`src/rtl/draw_pair_writer.sv`:
```
// pair_fifo: generic small FIFO with synchronous flush; the head entry is visible combinationally.
// Latency: an entry pushed at edge N can be popped at edge N+1.
// Backpressure: the caller gates push on count < DEPTH and pop on count != 0.
module pair_fifo #(
    parameter int W     = 8,
    parameter int DEPTH = 2,
    localparam int CW   = $clog2(DEPTH + 1),
    localparam int PW   = (DEPTH > 1) ? $clog2(DEPTH) : 1
) (
    input  logic          clk,
    input  logic          arst_n,
    input  logic          flush,
    input  logic          push,
    input  logic [W-1:0]  push_dat,
    input  logic          pop,
    output logic [W-1:0]  head_dat,
    output logic [CW-1:0] count
);
    logic [W-1:0]  mem [DEPTH];
    logic [PW-1:0] rd_ptr;
    logic [PW-1:0] wr_ptr;

    function automatic logic [PW-1:0] ptr_next(input logic [PW-1:0] p);
        return (p == PW'(DEPTH - 1)) ? '0 : p + 1'b1;
    endfunction

    always_ff @(posedge clk or negedge arst_n) begin
        if (!arst_n) begin
            rd_ptr <= '0;
            wr_ptr <= '0;
            count  <= '0;
        end else if (flush) begin
            rd_ptr <= '0;
            wr_ptr <= '0;
            count  <= '0;
        end else begin
            if (push) wr_ptr <= ptr_next(wr_ptr);
            if (pop)  rd_ptr <= ptr_next(rd_ptr);
            if (push && !pop)      count <= count + 1'b1;
            else if (pop && !push) count <= count - 1'b1;
        end
    end

    // Storage needs no reset: entries are only read while count says they are live.
    always_ff @(posedge clk) begin
        if (push) mem[wr_ptr] <= push_dat;
    end

    assign head_dat = mem[rd_ptr];
endmodule

// draw_pair_writer: validates {even,odd} pixel pairs and issues dual-port framebuffer writes for one draw job.
// Latency: a pair accepted at edge N is written (we_a/we_b high) after edge N+1 at the earliest.
// Backpressure: 2-entry FIFO; mem_ready low holds the head, in_ready drops when full or outside RUN.
module draw_pair_writer #(
    parameter int ADDR_W    = 14,
    parameter int COLOR_W   = 4,
    parameter int MEM_DEPTH = 16384,
    parameter int END_ADDR  = 14593
) (
    input  logic               clk,
    input  logic               reset,
    input  logic               start,
    input  logic               in_valid,
    output logic               in_ready,
    input  logic [ADDR_W-1:0]  addr_a,
    input  logic [ADDR_W-1:0]  addr_b,
    input  logic [COLOR_W-1:0] color,
    input  logic               mem_ready,
    output logic               we_a,
    output logic               we_b,
    output logic [ADDR_W-1:0]  wr_addr_a,
    output logic [ADDR_W-1:0]  wr_addr_b,
    output logic [COLOR_W-1:0] wr_data_a,
    output logic [COLOR_W-1:0] wr_data_b,
    output logic               busy,
    output logic               done,
    output logic [15:0]        pix_count,
    output logic [7:0]         err_count
);
    typedef struct packed {
        logic [ADDR_W-1:0]  addr_a;
        logic [ADDR_W-1:0]  addr_b;
        logic [COLOR_W-1:0] color;
    } pair_t;

    typedef enum logic [1:0] {
        S_IDLE = 2'd0,
        S_RUN  = 2'd1,
        S_DONE = 2'd2
    } state_t;

    localparam int PAIR_W = $bits(pair_t);
    localparam logic [ADDR_W-1:0] END_B = ADDR_W'(END_ADDR);

    state_t      state;
    state_t      state_nx;
    pair_t       in_pair;
    pair_t       head;
    logic [1:0]  fifo_count;
    logic [1:0]  count_nx;
    logic        push_vld;
    logic        pop_vld;
    logic        pair_ok;
    logic        final_pair;
    logic [ADDR_W:0] succ_a;

    assign in_pair  = '{addr_a: addr_a, addr_b: addr_b, color: color};
    assign push_vld = in_valid && in_ready;
    assign pop_vld  = (state == S_RUN) && (fifo_count != 2'd0) && mem_ready;

    // Extra bit on the successor so an odd address at the top of the range cannot wrap to a match.
    assign succ_a     = {1'b0, head.addr_a} + 1'b1;
    assign pair_ok    = !head.addr_a[0]
                        && (succ_a == {1'b0, head.addr_b})
                        && (32'(head.addr_b) < 32'(MEM_DEPTH));
    assign final_pair = pop_vld && pair_ok && (head.addr_b == END_B);

    pair_fifo #(
        .W     (PAIR_W),
        .DEPTH (2)
    ) u_fifo (
        .clk      (clk),
        .arst_n   (reset),
        .flush    (final_pair),
        .push     (push_vld),
        .push_dat (in_pair),
        .pop      (pop_vld),
        .head_dat (head),
        .count    (fifo_count)
    );

    always_ff @(posedge clk or negedge reset) begin
        if (!reset) state <= S_IDLE;
        else        state <= state_nx;
    end

    always_comb begin
        state_nx = state;
        case (state)
            S_IDLE:  if (start) state_nx = S_RUN;
            S_RUN:   if (final_pair) state_nx = S_DONE;
            S_DONE:  if (start) state_nx = S_RUN;
            default: state_nx = S_IDLE;
        endcase
    end

    // in_ready is registered from next-cycle occupancy, so a full FIFO never advertises space.
    always_comb begin
        count_nx = fifo_count;
        if (final_pair)                count_nx = 2'd0;
        else if (push_vld && !pop_vld) count_nx = fifo_count + 2'd1;
        else if (pop_vld && !push_vld) count_nx = fifo_count - 2'd1;
    end

    always_ff @(posedge clk or negedge reset) begin
        if (!reset) begin
            in_ready <= 1'b0;
            busy     <= 1'b0;
            done     <= 1'b0;
        end else begin
            in_ready <= (state_nx == S_RUN) && (count_nx < 2'd2);
            busy     <= (state_nx == S_RUN);
            done     <= (state_nx == S_DONE);
        end
    end

    always_ff @(posedge clk or negedge reset) begin
        if (!reset) begin
            we_a      <= 1'b0;
            we_b      <= 1'b0;
            wr_addr_a <= '0;
            wr_addr_b <= '0;
            wr_data_a <= '0;
            wr_data_b <= '0;
        end else begin
            we_a <= 1'b0;
            we_b <= 1'b0;
            if (pop_vld && pair_ok) begin
                we_a      <= 1'b1;
                we_b      <= 1'b1;
                wr_addr_a <= head.addr_a;
                wr_addr_b <= head.addr_b;
                wr_data_a <= head.color;
                wr_data_b <= head.color;
            end
        end
    end

    always_ff @(posedge clk or negedge reset) begin
        if (!reset) begin
            pix_count <= '0;
            err_count <= '0;
        end else if ((state != S_RUN) && (state_nx == S_RUN)) begin
            pix_count <= '0;
            err_count <= '0;
        end else if (pop_vld) begin
            if (pair_ok)                 pix_count <= pix_count + 16'd2;
            else if (err_count != 8'hFF) err_count <= err_count + 8'd1;
        end
    end
endmodule

```
`config.mk`:
```
export PLATFORM = sky130hd
export DESIGN_NAME = draw_pair_writer
export DESIGN_NICKNAME = d
export VERILOG_FILES = /design/src/rtl/draw_pair_writer.sv
export SDC_FILE = /design/constraint.sdc
export NUM_CORES = 1
export LEC_CHECK = 0
export ABC_AREA = 1
export BUFFER_PORTS_ARGS = -buffer_cell sky130_fd_sc_hd__buf_2
export CAP_MARGIN = 20
export CORE_ASPECT_RATIO = 0.75
export CORE_MARGIN = 3
export CORE_UTILIZATION = 55
export CTS_CLUSTER_DIAMETER = 60
export CTS_CLUSTER_SIZE = 10
export DETAILED_ROUTE_END_ITERATION = 6
export GPL_ROUTABILITY_DRIVEN = 0
export PLACE_DENSITY_LB_ADDON = 0.15
export SLEW_MARGIN = 5
export SYNTH_ARGS = -nofsm -noshare
export SYNTH_HDL_FRONTEND = slang
export SYNTH_HIERARCHICAL = 1
export SYNTH_SLANG_ARGS = --single-unit
```
`constraint.sdc`:
```
create_clock -name clk -period 3.75 [get_ports clk]
set_clock_uncertainty 0.05 [all_clocks]
set_input_delay 0.375 -clock clk [delete_from_list [all_inputs] [get_ports clk]]
set_output_delay 0.375 -clock clk [all_outputs]
set_load 0.05 [all_outputs]
```
# Yosys cells after proc, flatten, opt, wreduce, memory -nomap -nowiden
# Memories as Yosys holds them, arrays and structs flattened.
# Index checks and enable logic that the tools add are counted.
[word_totals]
word_cells = 76
output_inout_bits = 65
ramBits = 64
reg_bits = 66
n_memories = 1
[classes]
n_eq_ne = 9
magnitude_cmp = 1
reduce_logical = 23
muxes = 22
addsub = 7
[mem_list]
columns = ["memory", "words", "width", "read_ports", "rd_ports_with_merged_regs", "write_ports", "line", "source"]
rows = [
  ["u_fifo.mem", 2, 32, 1, 0, 1, "19", "logic [W-1:0] mem [DEPTH];"],
]
[op_table]
columns = ["operator", "n"]
rows = [
  ["$mux 16", 3],
  ["$mux 8", 4],
  ["$add 16x2->16 const B", 1],
  ["$add 14x1->15 const B", 1],
  ["$eq 15x14->1", 1],
  ["$eq 14x14->1 const B", 1],
  ["$reduce_bool 2->1", 6],
  ["$logic_and 1x1->1", 10],
  ["$mux 2", 5],
  ["$mux 1", 9],
  ["$add 8x1->8 const B", 1],
  ["$ne 8x8->1 const B", 1],
  ["$eq 2x1->1 const B", 2],
  ["$eq 2x2->1 const B", 2],
  ["$ne 2x1->1 const B", 2],
  ["$pmux 2 s2", 1],
  ["$logic_not 1->1", 3],
  ["$reduce_and 3->1", 1],
  ["$add 1x1->1 const B", 2],
  ["$add 2x1->2 const B", 1],
  ["$logic_not 2->1", 1],
  ["$lt 2x2->1 const B", 1],
  ["$reduce_and 2->1", 1],
  ["$reduce_or 2->1", 1],
  ["$sub 2x1->2 const B", 1],
]

# Logic depth before layout (Yosys ltp)
# Gate-level depths: netlist of run 1.
# An unclocked memory read counts as a cell.
[depth]
depth_word = 12
depth_mapped = 23
depth_no_buf = 19

# Hierarchy
# The synthesis of run 1 kept the hierarchy.
[by_module_without_submodules]
columns = ["module", "instances", "cells_per_inst", "seq_area_each_um2", "area_per_inst_um2"]
rows = [
  ["draw_pair_writer", 1, 515, 1526.5, 3771.1],
  ["pair_fifo", 1, 134, 2021.9, 2686.3],
]

# Worst setup path after synthesis of run 1
# OpenSTA, ideal clock, no wires.
[synth_timing]
kind = "reg-to-reg"
startpoint = "reg u_fifo.rd_ptr"
endpoint = "reg u_fifo.wr_ptr"
path_stages_with_launch = 23
slack_ns = 0.919
arrival_ns = 2.622
setup_ns = 0.159
path_cell_list = "dfrtp_1 > buf_6 > buf_12 > mux2_4 > ha_1 > nand2_1 > nor2_4 > buf_6 > nand3_1 > nand2_1 > nand2_1 > nand2_1 > clkinv_1 > nand4_1 > nor2_2 > nand2_4 > nor2_8 > inv_2 > buf_6 > nor2_2 > inv_1 > o21ai_0 > nor2_1"
[synth_rtl]
columns = ["element", "line", "source"]
rows = [
  ["start, declared", "20", "logic [PW-1:0] rd_ptr;"],
  ["start signal, assigned", "38", "if (pop) rd_ptr <= ptr_next(rd_ptr);"],
  ["end signal, assigned", "37", "if (push) wr_ptr <= ptr_next(wr_ptr);"],
  ["end, declared", "21", "logic [PW-1:0] wr_ptr;"],
]

==> results.cfg, run 1 <==
[clocking]
clock_tree_from_tritoncts = done
cts-buffers-inserted = 17
clk_latency_ns = 0.41
clock-root-buffer = clkbuf_16
post_cts_resize_count = 0
cts-htree-levels = 4
worst_setup_hold_path_clk_slew_ns = 0.05
clk_buf_depth = 2
clock-sinks = 129

[pwr]
power.density_nw_per_um2 = 747.7
ir_worst_vdd_v = 0.0004041
power_w = 0.005705
sequentialPowerShare = 0.340
clock_power_share = 0.303
power.share.switching = 0.3774
total_switching_power_w = 0.002153
share_comb_of_total_power = 0.356
leakagePower_nw = 3.797
cell_internal_pwr_w = 0.003552

[global_routing]
grt_remaining_overflow = 0
grt_pass1_vias = 4682
grt_start_max_net_pins = 38
grt_first_pass_wirelength_um = 23540
gr-usage-all-layers = 0.2252
grt_antenna_before_repair = 0

[sta]
final-setup-viol-count = 0
fmaxAchievable_ghz = 0.2969
worst_slack_ns = 0.3820
setup-tns-final_ns = 0
timing_worst_slew_pin_value_ns = 0.9479
slew_headroom = 0.3665
report.final.slew_viol_count = 0
holdWs_ns = 0.09961
fin_crit_ns = 3.368
grt_setup_unrepaired = no
hold_viol = 0
final_min_period_over_clock_period = 0.8981

[logic_synthesis]
synth_top_area_share = 0.2976
ys_dominant_reg_cell = dfrtp_1
yosys_warnings = 6
postSynth.asyncResetShare = 0.5039
synthMostInstantiatedCell = nand2_1
netlist-cell-type-count = 38
syn_nets = 690
syn_area_per_cell_um2 = 9.950
synth_edf_count = 64
post-synth-top-area-cell = edfxtp_1
synth_cells = 649
synth-seq-area-share = 0.5495
synth.area.top_cells = edfxtp_1 30%, dfrtp_1 25%, nand2_1 10%
synth_seq_cells = 129
synth_area_um2 = 6457
synthTopCellsByCount = 173 x nand2_1, 68 x inv_1, 65 x dfrtp_1

[hold_path]
hold_depth = 1
hold_path_startpoint = addr_a[8]
worstHoldEndpoint = u_fifo/mem[0][26]
worstHoldPathType = in -> reg

[setup_path]
worstSetupPathDepth = 19
cp_data_arrival_time_ns = 3.66
path_max_fanout = 21
timing.critical_path.cells = mux2_2, ha_1, nand2_1, nor2_4, nand2_1, nor2_1, nand2_1, inv_1, nor2_1, nand2_1, nor3_2, nand2_4, nor2_8, inv_2, nor2_2, inv_1, nand3_1, nand3_1, nand2_1
critical_path_buf_inv_count = 3
setup.reg_to_reg.worst_slack_ns = 0.38
timing.rr.start = u_fifo/rd_ptr
timing.critical_path.max_delay_family = simple AND/OR/NAND/NOR gates
worst-r2r-cell-count = 19
critical_path.max_stage_delay_ns = 0.55
startpoint_type_of_the_worst_setup_path = flop
endpoint_kind = flop
setup.worst_path.class = reg -> reg
crit_slowest_cell = dfrtp_2
worst_path_most_repeated_cell = nand2_1
worst_reg2reg_endpoint = u_fifo/count[0]
critical_path_required_ns = 4.05

[run_status]
status = completed

[cells_and_area]
final_layout_size_suffix_gt1_frac = 0.2458
area_overhead_vs_synth_pct = 18.17
design.final.nets = 793
insertedDiodeCount = 0

[die]
fp.dieW_um = 131.1
initial_core_util = 0.5771
design.core.area_um2 = 11190
fp.dieArea_um2 = 13090
rows = 33
die_ht_um = 99.84
floorplan.io_pins = 102

[placement]
io_port_bufs = 100
placement.setup.worst_slack_ns = 0.3460
place_hpwl_um = 10160

[detailed_routing]
drt-pass1-iter-count = 5
detail-route-antenna-nets = 0
route.vias.total = 4875
post_drt_via_cell_ratio = 5.287
initialDrtViolationCount = 414
wl_um = 14030
routed_wire_length_per_instance_um = 15.21
drc_errors = 0

[flow_run]
max-cap-violations = 0
power groups by stage:
stage          Combinational (W)  Sequential [W]  Clock, W
3_5_place_dp             0.00202         0.00196         0
6_report                 0.00203         0.00194   0.00173
2_1_floorplan            0.00133         0.00224         0
4_1_cts                  0.00202         0.00194   0.00176
3_3_place_gp             0.00197         0.00195         0
5_1_grt                  0.00224         0.00197   0.00183
logic make-up (layout without fill, tap and decap cells):
kind of cell | after synthesis | after routing | synth area share
mux | 32 | 32 | 0.07208
buf+inv | 95 | 210 | 0.07576
xor+xnor | 28 | 28 | 0.03798
simple gates | 315 | 316 | 0.2209
compound gates | 45 | 45 | 0.03546
fa+ha+maj | 4 | 4 | 0.007751
other cells | 1 | 1 | 0.0005807
flops | 129 | 129 | 0.5495
worst max path at each step:
stage	startpoint	endpoint	slack [ns]
4_1_cts	u_fifo/rd_ptr	u_fifo/count[0]	0.34
2_1_floorplan	u_fifo/rd_ptr	u_fifo/wr_ptr	0.92
3_5_place_dp	u_fifo/rd_ptr	u_fifo/count[0]	0.35
5_1_grt	u_fifo/rd_ptr	u_fifo/count[0]	0.06
3_3_place_gp	u_fifo/rd_ptr	u_fifo/rd_ptr	0.46
6_report	u_fifo/rd_ptr	u_fifo/count[0]	0.38
flip-flops by register name, indices dropped and copies added (netlist names), 2 cells and up:
register,flops
wr_addr_a,14
state,2
err_count,8
u_fifo/mem,64
wr_addr_b,14
wr_data_b,4
pix_count,15
u_fifo/count,2
cells in the final DEF (no fill, tap or decap), types with 3 or more instances in the layout:
master     instances
nand2_1          173
buf_2            100
inv_1             68
dfrtp_1           64
edfxtp_1          64
nand3_1           47
nor2_1            41
mux2_4            28
xor2_1            22
nand4_1           21
a21oi_1           21
o21ai_0           18
clkbuf_16         18
nor3_1             8
nor4_1             8
xnor2_1            6
buf_4              5
nor2_4             4
nor2_2             4
o21ai_1            4
ha_1               4
mux2_2             4
inv_2              3
bufinv_16          3
clkinv_4           3
through the flow:
| stage | area [um2] | cells | utilization |
|---|---|---|---|
| after floorplan | 6457 | 649 | - |
| after global placement | 6977 | 888 | 0.6235 |
| after detailed placement | 6977 | 888 | 0.6235 |
| after CTS | 7620 | 921 | 0.6810 |
| after global routing | 7631 | 922 | 0.6820 |
| final | 7631 | 922 | 0.6820 |
routing by layer:
metal	global-route usage	vias up	wire length, um
li1	-	2360	-
met1	0.3263	2326	6635
met2	0.3487	174	6408
met3	0.04709	15	827
met4	0.06699	0	153
met5	0	-	0
final cells by class:
type	count	area, um2
Clock inverter	11	151.4
Sequential cell	129	3550
Tap cell	157	196.4
Multi-Input combinational cell	426	2434
Inverter	72	270.3
Timing Repair Buffer	106	548.0
Fill cell	882	3558
Clock buffer	21	481.7
what timing repair did:
action | CTS | global route
hold endpoints to repair | 28 | 0
setup endpoints to repair | 0 | 2
setup buffers | 0 | 0
hold buffers | 1 | 0
(Power assumes the default switching activity.)
==> run 2, diff against run 1 <==
--- a/config.mk
+++ b/config.mk
@@ -6,7 +6,6 @@
 export NUM_CORES = 1
 export LEC_CHECK = 0
 export ABC_AREA = 1
-export BUFFER_PORTS_ARGS = -buffer_cell sky130_fd_sc_hd__buf_2
 export CAP_MARGIN = 20
 export CORE_ASPECT_RATIO = 0.75
 export CORE_MARGIN = 3
@@ -14,6 +13,7 @@
 export CTS_CLUSTER_DIAMETER = 60
 export CTS_CLUSTER_SIZE = 10
 export DETAILED_ROUTE_END_ITERATION = 6
+export DONT_BUFFER_PORTS = 1
 export GPL_ROUTABILITY_DRIVEN = 0
 export PLACE_DENSITY_LB_ADDON = 0.15
 export SLEW_MARGIN = 5
==> run 2 against run 1 <==
Compared with the run above: cell area down 2.8%; critical path depth down 1; die area did not move; sequential power grew 18%; power is 2.8% lower; via count down 6.2%; critical path type unchanged; critical endpoint is now u_fifo/rd_ptr; highest routed layer unchanged.
==> results.cfg, run 2 (synthesized netlist as in run 1, its figures left out) <==
[setup_path]
crit_slowest_cell = dfrtp_2
timing.critical_path.cells = buf_4, mux2_4, nand2_1, nor2_4, nand2_1, nor2_1, nand2_1, inv_1, nor2_1, nand2_1, nor3_2, nand2_4, nor2_8, inv_2, nor2_2, inv_1, o21ai_0, a21oi_1
critical_path.max_stage_delay_ns = 0.55
path_max_fanout = 23
setup.worst_path.class = reg -> reg
critical_path_required_ns = 3.97
startpoint_type_of_the_worst_setup_path = flop
cp_data_arrival_time_ns = 3.58
endpoint_kind = flop
worst_path_most_repeated_cell = nand2_1

[detailed_routing]
drt-pass1-iter-count = 5
detail-route-antenna-nets = 0
routed_wire_length_per_instance_um = 16.28
route.vias.total = 4572
wl_um = 13870
initialDrtViolationCount = 279
post_drt_via_cell_ratio = 5.366
drc_errors = 0

[placement]
io_port_bufs = 0
place_hpwl_um = 9693

[sta]
fmaxAchievable_ghz = 0.2980
fin_crit_ns = 3.355
final_min_period_over_clock_period = 0.8947
timing_worst_slew_pin_value_ns = 0.9713
grt_setup_unrepaired = no
report.final.slew_viol_count = 0
setup-tns-final_ns = 0
final-setup-viol-count = 0
hold_viol = 0
holdWs_ns = 0.02350
slew_headroom = 0.3509

[pwr]
total_switching_power_w = 0.002138
leakagePower_nw = 3.437
sequentialPowerShare = 0.413
ir_worst_vdd_v = 0.0004439
cell_internal_pwr_w = 0.003408
clock_power_share = 0.298
power.share.switching = 0.3855
share_comb_of_total_power = 0.290
power.density_nw_per_um2 = 747.7

[cells_and_area]
largest_registers = u_fifo/mem x64, pix_count x15
design.final.nets = 723
regMostFlops = u_fifo/mem
most-common-layout-cells = 173 x nand2_1, 68 x inv_1, 64 x dfrtp_1, 64 x edfxtp_1, 47 x nand3_1
fillerInstances = 877
multiInputGateArea_um2 = 2427
layout_commonest_cell = nand2_1
largest_reg_flops = 64
area_overhead_vs_synth_pct = 14.88
final-seq-area_um2 = 3550
insertedDiodeCount = 0
final_layout_size_suffix_gt1_frac = 0.1237

[flow_run]
max-cap-violations = 0

[global_routing]
grt_remaining_overflow = 0
grt_pass1_vias = 4410
grt_start_max_net_pins = 66
grt_first_pass_wirelength_um = 22620
gr-usage-all-layers = 0.2189
grt_antenna_before_repair = 0

[die]
die_ht_um = 99.84
design.core.area_um2 = 11190
floorplan.io_pins = 102
fp.dieW_um = 131.1
initial_core_util = 0.5771
fp.dieArea_um2 = 13090
rows = 33

[clocking]
hold_buffers = 34
clk_latency_ns = 0.42
clk_buf_depth = 2
worst_setup_hold_path_clk_slew_ns = 0.06
cts-buffers-inserted = 17
clock_tree_from_tritoncts = done
clock-root-buffer = clkbuf_16
cts_setup_buffers = 0
post_cts_resize_count = 0
clock-sinks = 129
cts-htree-levels = 4

[hold_path]
worstHoldPathType = in -> reg

[run_status]
status = completed
## run 2: cell types whose count changed in the layout (fill, tap and decap cells not counted), sizes merged
cell,delta
buf,-101
clkbuf,-3
clkinv,+4
dlygate4sd3,+32
inv,-1
nor2,-1
## run 2: through the flow
step	power (W)	util	std cells	instance area [um2]	setup slack [ns]
3_5_place_dp	0.003859	0.5779	786	6466	0.3999
6_report	0.005547	0.6630	852	7418	0.3948
5_1_grt	0.005853	0.6630	852	7418	0.09562
4_1_cts	0.005561	0.6630	852	7418	0.3830
3_3_place_gp	0.003809	0.5779	786	6466	0.4618
2_1_floorplan	0.003570	-	649	6457	0.9192
## run 2: cell type report
class,instances,share of cell area
Multi-Input combinational cell,425,0.3272
Sequential cell,129,0.4785
Clock buffer,18,0.05785
Timing Repair Buffer,37,0.05127
Tap cell,157,0.02648
Inverter,72,0.03643
Clock inverter,14,0.02226
## run 2: path summary, 6_finish.rpt
check,from,end,slack [ns],cells past startpoint
worst min-delay path,start,done,0.02,1
max in group asynchronous,reset,err_count[2],2.93,2
min in group asynchronous,reset,wr_data_b[3],0.45,2
worst max-delay path,u_fifo/rd_ptr,u_fifo/rd_ptr,0.39,18
worst min register to register,state[1],done,0.52,2
worst max register to register,u_fifo/rd_ptr,u_fifo/rd_ptr,0.39,18
## run 2: metal layers
metal,share of wire,GRT usage
met1,0.46,0.2915
met2,0.46,0.3483
met3,0.067,0.06263
met4,0.015,0.07748
met5,0,0.01481
## run 2: critical path: cells and delay by family (launching register included)
kind | cells | cell delay (ns)
muxes | 1 | 0.37
buffers and inverters | 4 | 0.70
DFF | 1 | 0.55
AOI/OAI and AO/OA | 2 | 0.15
and+or+nand+nor | 11 | 1.38
## run 2: power by group through the flow
stage	combinational, W	clock, W	sequential, W
global placement	0.00150	0	0.00231
finish	0.00161	0.00165	0.00229
CTS	0.00159	0.00167	0.00229
global route	0.00179	0.00174	0.00232
floorplan	0.00133	0	0.00224
detailed placement	0.00154	0	0.00232
==> run 3, diff against run 2 <==
--- a/config.mk
+++ b/config.mk
@@ -10,6 +10,7 @@
 export CORE_ASPECT_RATIO = 0.75
 export CORE_MARGIN = 3
 export CORE_UTILIZATION = 55
+export CTS_BUF_LIST = sky130_fd_sc_hd__clkbuf_4
 export CTS_CLUSTER_DIAMETER = 60
 export CTS_CLUSTER_SIZE = 10
 export DETAILED_ROUTE_END_ITERATION = 6
@@ -19,5 +20,4 @@
 export SLEW_MARGIN = 5
 export SYNTH_ARGS = -nofsm -noshare
 export SYNTH_HDL_FRONTEND = slang
-export SYNTH_HIERARCHICAL = 1
 export SYNTH_SLANG_ARGS = --single-unit
==> run 3 against run 2 <==
Compared with the run above: flip-flop and latch count did not move; synthesized area decreased by 0.87%; critical endpoint is now pix_count[14]; sequential share of layout area up 1.5 points; final cell count increased by 12%; via count up 13%; die area down 0.82%; maximum frequency increased by 6.1%.
==> results.cfg, run 3 <==
[cells_and_area]
area_overhead_vs_synth_pct = 12.41
final-seq-area_um2 = 3548
final_layout_size_suffix_gt1_frac = 0.09113
multiInputGateArea_um2 = 2397
postLayoutCoreUtil = 0.6455
design.final.nets = 840
layout_commonest_cell = nand2_1
largest_registers = u_fifo.mem x64, pix_count x15
insertedDiodeCount = 0
fillerInstances = 950
regMostFlops = u_fifo.mem
most-common-layout-cells = 282 x nand2_1, 73 x inv_1, 65 x nor2_1, 65 x dfrtp_1, 64 x edfxtp_1
largest_reg_flops = 64

[setup_path]
path_max_fanout = 26
endpoint_kind = flop
setup.worst_path.class = reg -> reg
crit_slowest_cell = dfrtp_1
timing.critical_path.cells = inv_2, buf_4, nand2_1, nand2_1, nand2_1, nor2_2, nand2_1, nor2_1, nand2_1, nand2_1, nand2_1, nor3_1, nand3_1, nand2_1, nand2_2, nand2_1, nand2_1
critical_path_required_ns = 4.09
cp_data_arrival_time_ns = 3.50
critical_path.max_stage_delay_ns = 0.47
startpoint_type_of_the_worst_setup_path = flop
worst_path_most_repeated_cell = nand2_1

[global_routing]
grt_first_pass_wirelength_um = 24840
grt_remaining_overflow = 0
grt_antenna_before_repair = 0
grt_start_max_net_pins = 66
grt_pass1_vias = 5116
gr-usage-all-layers = 0.2435

[logic_synthesis]
synth_cells = 762
netlist-cell-type-count = 35
synth_top_area_share = 0.3002
syn_area_per_cell_um2 = 8.400
synthTopCellsByCount = 283 x nand2_1, 73 x inv_1, 67 x nor2_1
post-synth-top-area-cell = edfxtp_1
synth_edf_count = 64
syn_nets = 803
synthMostInstantiatedCell = nand2_1
synth.area.top_cells = edfxtp_1 30%, dfrtp_1 25%, nand2_1 17%
synth_seq_cells = 129
synth_area_um2 = 6401
yosys_warnings = 0
synth-seq-area-share = 0.5543
ys_dominant_reg_cell = dfrtp_1
postSynth.asyncResetShare = 0.5039

[clocking]
clock-root-buffer = clkbuf_4
clock_tree_from_tritoncts = done
worst_setup_hold_path_clk_slew_ns = 0.11
clk_buf_depth = 2
cts-htree-levels = 4
cts-buffers-inserted = 17
clk_latency_ns = 0.50
clock-sinks = 129

[die]
fp.dieArea_um2 = 12980
floorplan.io_pins = 102
initial_core_util = 0.5742
rows = 33
design.core.area_um2 = 11150
fp.dieW_um = 130.6
die_ht_um = 99.43

[detailed_routing]
wl_um = 14810
drc_errors = 0
routed_wire_length_per_instance_um = 15.56
detail-route-antenna-nets = 0
initialDrtViolationCount = 545
drt-pass1-iter-count = 5
route.vias.total = 5165
post_drt_via_cell_ratio = 5.425

[flow_run]
max-cap-violations = 0

[sta]
setup-tns-final_ns = 0
timing_worst_slew_pin_value_ns = 0.9092
hold_viol = 0
report.final.slew_viol_count = 0
grt_setup_unrepaired = no
fmaxAchievable_ghz = 0.3162
slew_headroom = 0.3939
fin_crit_ns = 3.162
final_min_period_over_clock_period = 0.8432
final-setup-viol-count = 0

[hold_path]
worstHoldPathType = in -> reg

[placement]
io_port_bufs = 0
place_hpwl_um = 10730

[pwr]
leakagePower_nw = 3.416
power.density_nw_per_um2 = 727.7
ir_worst_vdd_v = 0.0003763

[run_status]
status = completed
## run 3: cell count changes after synthesis, moves of 8 or more
cell,delta
o21ai_1,+21
nand3_1,+8
a21oi_1,-13
mux2_4,-28
buf_2,+9
xor2_1,-9
nand4_1,-11
nor2_1,+25
nand2_1,+110
o21ai_0,-8
## run 3: routing by layer
| layer | track usage | part of all wire |
|---|---|---|
| met1 | 0.3468 | 0.46 |
| met3 | 0.07729 | 0.090 |
| met4 | 0.07589 | 0.015 |
| met5 | 0 | 0 |
| met2 | 0.3583 | 0.43 |
## run 3: final timing paths
check | from | end | slack [ns] | depth (start not counted)
setup reg to reg | u_fifo.rd_ptr | pix_count[14] | 0.59 | 17
hold reg to reg | u_fifo.mem[1][0] | wr_data_b[0] | 0.50 | 2
hold / removal | in_valid | u_fifo.wr_ptr | 0.09 | 3
max in group asynchronous | reset | u_fifo.rd_ptr | 3.02 | 2
setup / recovery | u_fifo.rd_ptr | pix_count[14] | 0.59 | 17
min in group asynchronous | reset | wr_addr_a[11] | 0.38 | 2
## run 3: cell type report
cell class | instances | area share
flip-flops and latches | 129 | 0.4931
multi-input cells | 527 | 0.3332
repair buffers | 43 | 0.05999
inverters | 81 | 0.04225
clock inverters | 12 | 0.02626
well taps | 140 | 0.02434
clock buffers | 20 | 0.02087
## run 3: kinds of logic after synthesis
family                   count (synthesis)  share of synthesized area
adder cells (fa/ha/maj)                  4                   0.007819
multiplexers                             5                   0.008014
XOR/XNOR                                17                    0.02326
buffers and inverters                  106                    0.07232
AO/OA/AOI/OAI                           48                    0.03988
AND/OR/NAND/NOR                        452                     0.2938
other                                    1                  0.0005858
flip-flops                             129                     0.5543
## run 3: critical path, delay by kind of cell (launching register included)
family                 cells  cell delay [ns]
AND/OR/NAND/NOR           15             2.09
flip-flops                 1             0.47
buffers and inverters      2             0.42
## run 3: report_power, final
group          leakage [nW]  internal [W]  switching [W]
Combinational          1.77      0.000557        0.00130
Clock                 0.187      0.000613       0.000484
Sequential             1.46       0.00175       0.000539
Total                  3.42       0.00292        0.00232
## run 3: timing repair
item	CTS	global route
setup endpoints to repair	0	2
gates resized for setup	0	2
hold endpoints to repair	131	0
setup buffers	0	0
hold buffers	35	0
## run 3: through the flow
stage                     instance area (um2)  hold WS, ns  setup WS, ns  total power (W)  cells
after floorplan                          6401      0.02941         1.059         0.003638    762
after global placement                   6482      0.03104        0.6401         0.004007    885
after detailed placement                 6482      0.03083        0.4634         0.004076    885
after CTS                                7189      0.04633        0.4090         0.005232    952
after global routing                     7196       0.1010        0.1630         0.005617    952
final                                    7196      0.08911        0.5879         0.005236    952
